--- config.mk ---
export PLATFORM = sky130hd
export DESIGN_NAME = hub_div_requester
export DESIGN_NICKNAME = d
export VERILOG_FILES = /design/src/rtl/hub_div_requester.sv
export SDC_FILE = /design/constraint.sdc
export NUM_CORES = 1
export LEC_CHECK = 0
export BUFFER_PORTS_ARGS = -buffer_cell sky130_fd_sc_hd__buf_2
export CORE_MARGIN = 3
export CORE_UTILIZATION = 49
export DETAILED_ROUTE_END_ITERATION = 6
export PLACE_DENSITY = 0.95
export RECOVER_POWER = 50
export SLEW_MARGIN = 5
export SYNTH_ARGS = -nofsm -noshare
export SYNTH_HDL_FRONTEND = slang
export SYNTH_SLANG_ARGS = --single-unit
--- constraint.sdc ---
create_clock -name clk_i -period 3.9 [get_ports clk_i]
set_clock_uncertainty 0.1 [all_clocks]
set_input_delay 0.39 -clock clk_i [delete_from_list [all_inputs] [get_ports clk_i]]
set_output_delay 0.39 -clock clk_i [all_outputs]
set_load 0.01 [all_outputs]
--- src/rtl/hub_div_requester.sv ---
// hub_div_requester: issues one divide at a time to a divider unit, with a WAIT timeout that flushes the unit.
// Ports: clk_i/rst_ni (sync active-low reset); host request req_valid_i/req_ready_o/req_x_i/req_d_i/req_tag_i;
// divider side operands_o/op_o/op_mod_o/in_valid_o/in_ready_i/flush_o/result_i/status_i/out_valid_i/out_ready_o;
// host response resp_valid_o/resp_ready_i/resp_result_o/resp_status_o/resp_tag_o/resp_err_o; busy_o.
module hub_div_requester #(
    parameter int WIDTH   = 16,
    parameter int TAG_W   = 4,
    parameter int TIMEOUT = 64
) (
    input  logic                      clk_i,
    input  logic                      rst_ni,
    input  logic                      req_valid_i,
    output logic                      req_ready_o,
    input  logic [WIDTH-1:0]          req_x_i,
    input  logic [WIDTH-1:0]          req_d_i,
    input  logic [TAG_W-1:0]          req_tag_i,
    output logic [2:0][WIDTH-1:0]     operands_o,
    output logic [3:0]                op_o,
    output logic                      op_mod_o,
    output logic                      in_valid_o,
    input  logic                      in_ready_i,
    output logic                      flush_o,
    input  logic [WIDTH-1:0]          result_i,
    input  logic [4:0]                status_i,
    input  logic                      out_valid_i,
    output logic                      out_ready_o,
    output logic                      resp_valid_o,
    input  logic                      resp_ready_i,
    output logic [WIDTH-1:0]          resp_result_o,
    output logic [4:0]                resp_status_o,
    output logic [TAG_W-1:0]          resp_tag_o,
    output logic                      resp_err_o,
    output logic                      busy_o
);
    localparam int CW = $clog2(TIMEOUT);
    localparam logic [3:0] OP_DIV = 4'd4;

    typedef enum logic [1:0] {IDLE, ISSUE, WAIT, RESP} state_e;

    state_e            state, state_n;
    logic [CW-1:0]     cnt;
    logic [WIDTH-1:0]  x_q, d_q;
    logic [TAG_W-1:0]  tag_q;
    logic              timeout, done;

    // a result arriving on the timeout cycle takes priority over the abort
    assign timeout = state == WAIT && cnt == CW'(TIMEOUT - 1);
    assign done    = state == WAIT && (out_valid_i || timeout);

    assign req_ready_o  = state == IDLE;
    assign in_valid_o   = state == ISSUE;
    assign out_ready_o  = state == WAIT;
    assign flush_o      = timeout && !out_valid_i;
    assign resp_valid_o = state == RESP;
    assign busy_o       = state != IDLE;
    assign operands_o   = {{WIDTH{1'b0}}, d_q, x_q};
    assign op_o         = OP_DIV;
    assign op_mod_o     = 1'b0;
    assign resp_tag_o   = tag_q;

    always_comb begin
        state_n = state;
        case (state)
            IDLE:    state_n = req_valid_i  ? ISSUE : IDLE;
            ISSUE:   state_n = in_ready_i   ? WAIT  : ISSUE;
            WAIT:    state_n = done         ? RESP  : WAIT;
            default: state_n = resp_ready_i ? IDLE  : RESP;
        endcase
    end

    always_ff @(posedge clk_i) begin
        if (!rst_ni) begin
            state         <= IDLE;
            cnt           <= '0;
            x_q           <= '0;
            d_q           <= '0;
            tag_q         <= '0;
            resp_result_o <= '0;
            resp_status_o <= '0;
            resp_err_o    <= 1'b0;
        end else begin
            state <= state_n;
            cnt   <= state == WAIT ? cnt + CW'(1) : '0;
            if (state == IDLE && req_valid_i) begin
                x_q   <= req_x_i;
                d_q   <= req_d_i;
                tag_q <= req_tag_i;
            end
            if (done) begin
                resp_result_o <= out_valid_i ? result_i : '0;
                resp_status_o <= out_valid_i ? status_i : '0;
                resp_err_o    <= !out_valid_i;
            end
        end
    end
endmodule

==> flow_summary.yaml <==
drt:
  drtPass1Iterations: 4
  avgViaCountPerCell: 4.88
  ant_nets: 0
  via_count: 2481
  routed_wl_um: 6590
  drc: 0
  drtIter0Drc: 97
  wl_per_cell_um: 13.0
grt:
  grt_pass1_wl_um: 10200
  grt_usage_pct: 19.0
  grt_start_max_net_pins: 66
  grt_pass1_vias: 2373
  grt.overflow.total: 0
  antenna_found_initial: 0
clock_tree:
  cts_tree: "done"
  root_buffer: "clkbuf_8"
  cts_resized: 0
  clk_latency_ns: 0.32
  cts_max_level: 3
  cts_setup_buffers: 0
  cts.reportedPaths.clkPinSlew_ns: 0.07
  postCtsHoldBufs: 0
  cts_inserted_buffers: 9
  clock_path_buffers: 2
  clock_sinks: 66
timing:
  hold_viol: 0
  finalCritPeriodShare_pct: 60.7
  setup_viol: 0
  setup_ws_ns: 1.53
  max_freq_mhz: 422
  slew_headroom_pct: 24.4
  setup_tns_ns: 0
  rsz0062_at_grt: "no"
  layout_min_cycle_time_ns: 2.37
  tightest_slew_ns: 1.13
  drv_slew: 0
synthesis:
  synth-seq-area-share_pct: 45.9
  synth_area_sq_um: 2880
  synth_area_leaders: "dfxtp_1 46%, nand2_1 12%, a21boi_1 7.6%"
  synthMuxAreaShare_pct: 0.348
  yosysWarnings: 0
  netlist.area_leader.share_pct: 45.9
  yosysTopAreaCell: "dfxtp_1"
  postSynthCellCount: 321
  syn_avg_cell_area_sq_um: 8.97
  synthSimpleGateAreaFrac_pct: 18.8
  synth_top_family_by_area: "compound AO/OA/AOI/OAI gates"
  synth_cell_types: 37
  synth_xor_area_share_pct: 0.913
  synth-compound-area-share_pct: 22.6
  ys_ff_latch: 66
  synth_fa_ha_area_share_pct: 0.435
run:
  drv_cap: 0
layout:
  layout.cells.non_filler: 508
  seq_area_sq_um: 1320
  final_cell_mix: "92 x nand2_1, 67 x buf_2, 66 x dfxtp_1"
  num_antenna_cells: 0
  final_common_cell: "nand2_1"
  drive_gt1_share_pct: 23.4
  finalNetCount: 497
  area_delta_synth_final_pct: 21.2
  multi_input_area_sq_um: 1320
  nFillCells: 515
placement:
  gp_congestion: 0.716
  preCtsSetupSlack_ns: 1.80
  dp_hpwl_um: 4780
  io_buffers: 126
  placedCellCount: 494
pwr:
  power.density_nw_per_um2: 422
  leakagePower_uw: 0.00144
  fin_total_pwr_uw: 1470
  irDropWorstVdd_mv: 0.231
floorplan:
  die_h_um: 82.7
  start_util_pct: 51.3
  die_w_um: 82.7
  die-area_sq_um: 6830
  num_rows: 27
  io_pins: 148
  fp.coreArea_sq_um: 5610
setup_path:
  cp_data_required_time_ns: 3.41
  end_kind: "output port"
  cp_slowest_cell: "nand3_1"
  max_stage_delay_ns: 0.62
  critPathLaunchType: "flop"
  crit_buf_inv: 1
  arrival_ns: 1.88
  worstPathCellList: "nand3_1 > nor3_2 > buf_2"
  cp_max_fo: 23
  path_delay_family: "simple AND/OR/NAND/NOR gates"
  crit_type: "flop to output port"
hold_path:
  hp-class: "primary input to flop"
status:
  status: "completed"
## metrics by stage
step | utilization, % | area [sq um] | hold slack (ns)
4_1_cts | 63.5 | 3560 | 0.182
3_3_place_gp | 60.1 | 3370 | 0.339
3_5_place_dp | 60.1 | 3370 | 0.346
5_1_grt | 62.2 | 3490 | 0.191
6_report | 62.2 | 3490 | 0.201
2_1_floorplan | - | 2950 | 0.330
## power breakdown
part           internal [uW]  switching (uW)
logic                   78.5             113
clock network            321             231
registers                708            22.2
## tightest hold or removal path, delay by kind of cell
| kind | cells | cell delay [ns] |
|---|---|---|
| buffers and inverters | 1 | 0.09 |
| AOI/OAI and AO/OA | 1 | 0.05 |
| and+or+nand+nor | 1 | 0.04 |
## path summary, 6_finish.rpt
check | to | depth (start not counted) | start | slack (ns)
worst max-delay path | flush_o | 3 | cnt[2] | 1.53
worst max register to register | resp_result_o[15] | 3 | state[1] | 1.80
worst min register to register | x_q[4] | 2 | x_q[4] | 0.36
worst min-delay path | x_q[11] | 3 | req_x_i[11] | 0.20
## state kept, by name, indices dropped and copies added, names as in the netlist
name,cells
cnt,6
d_q,16
resp_err_o,1
resp_result_o,16
resp_status_o,5
resp_tag_o,4
state,2
x_q,16
## synth_stat cells
| library cell | n |
|---|---|
| clkbuf_1 | 9 |
| or2_2 | 1 |
| o211a_1 | 1 |
| o21ai_0 | 5 |
| a21oi_1 | 1 |
| xor2_1 | 2 |
| a21o_2 | 1 |
| nand2_2 | 4 |
| nand4_1 | 3 |
| and2_1 | 1 |
| a21boi_0 | 15 |
| nand2_1 | 92 |
| buf_2 | 8 |
| buf_4 | 22 |
| nand3_1 | 3 |
| nor2b_1 | 3 |
| buf_6 | 6 |
| or3b_1 | 1 |
| ha_1 | 1 |
| nand3b_1 | 1 |
| a22oi_1 | 1 |
| nor2_1 | 4 |
| nand4b_4 | 1 |
| a21boi_1 | 29 |
| conb_1 | 2 |
| a21boi_2 | 10 |
| o211ai_1 | 18 |
| inv_1 | 1 |
| mux2i_1 | 1 |
| nor3b_4 | 1 |
| and3b_2 | 1 |
| nor3_2 | 1 |
| and3_1 | 1 |
| xnor2_1 | 1 |
| o21a_1 | 2 |
| dfxtp_1 | 66 |
| or3_1 | 1 |
## area by class of cell
cell class                 instances  share of cell area (%)
clock buffer                      11                    4.34
clock inverter                     3                    1.15
inverter                           1                   0.108
sequential                        66                    37.9
tap                               72                    2.58
timing repair buffer             127                    16.2
multi-input combinational        228                    37.8
## layer usage
layer / share of wire, % / track usage [%] / up-vias
met4: 1.2 / 7.68 / 0
li1: - / - / 1249
met1: 41 / 21.8 / 1130
met5: 0 / 0 / -
met3: 6.3 / 3.47 / 9
met2: 51 / 34.6 / 93
## kinds of logic after synthesis
group | after synthesis
XOR/XNOR | 3
adder cells (fa/ha/maj) | 1
other | 2
AND/OR/NAND/NOR | 119
AO/OA/AOI/OAI | 83
flip-flops | 66
buffers and inverters | 46
multiplexers | 1
No activity file was read; power rests on OpenSTA's default activity.
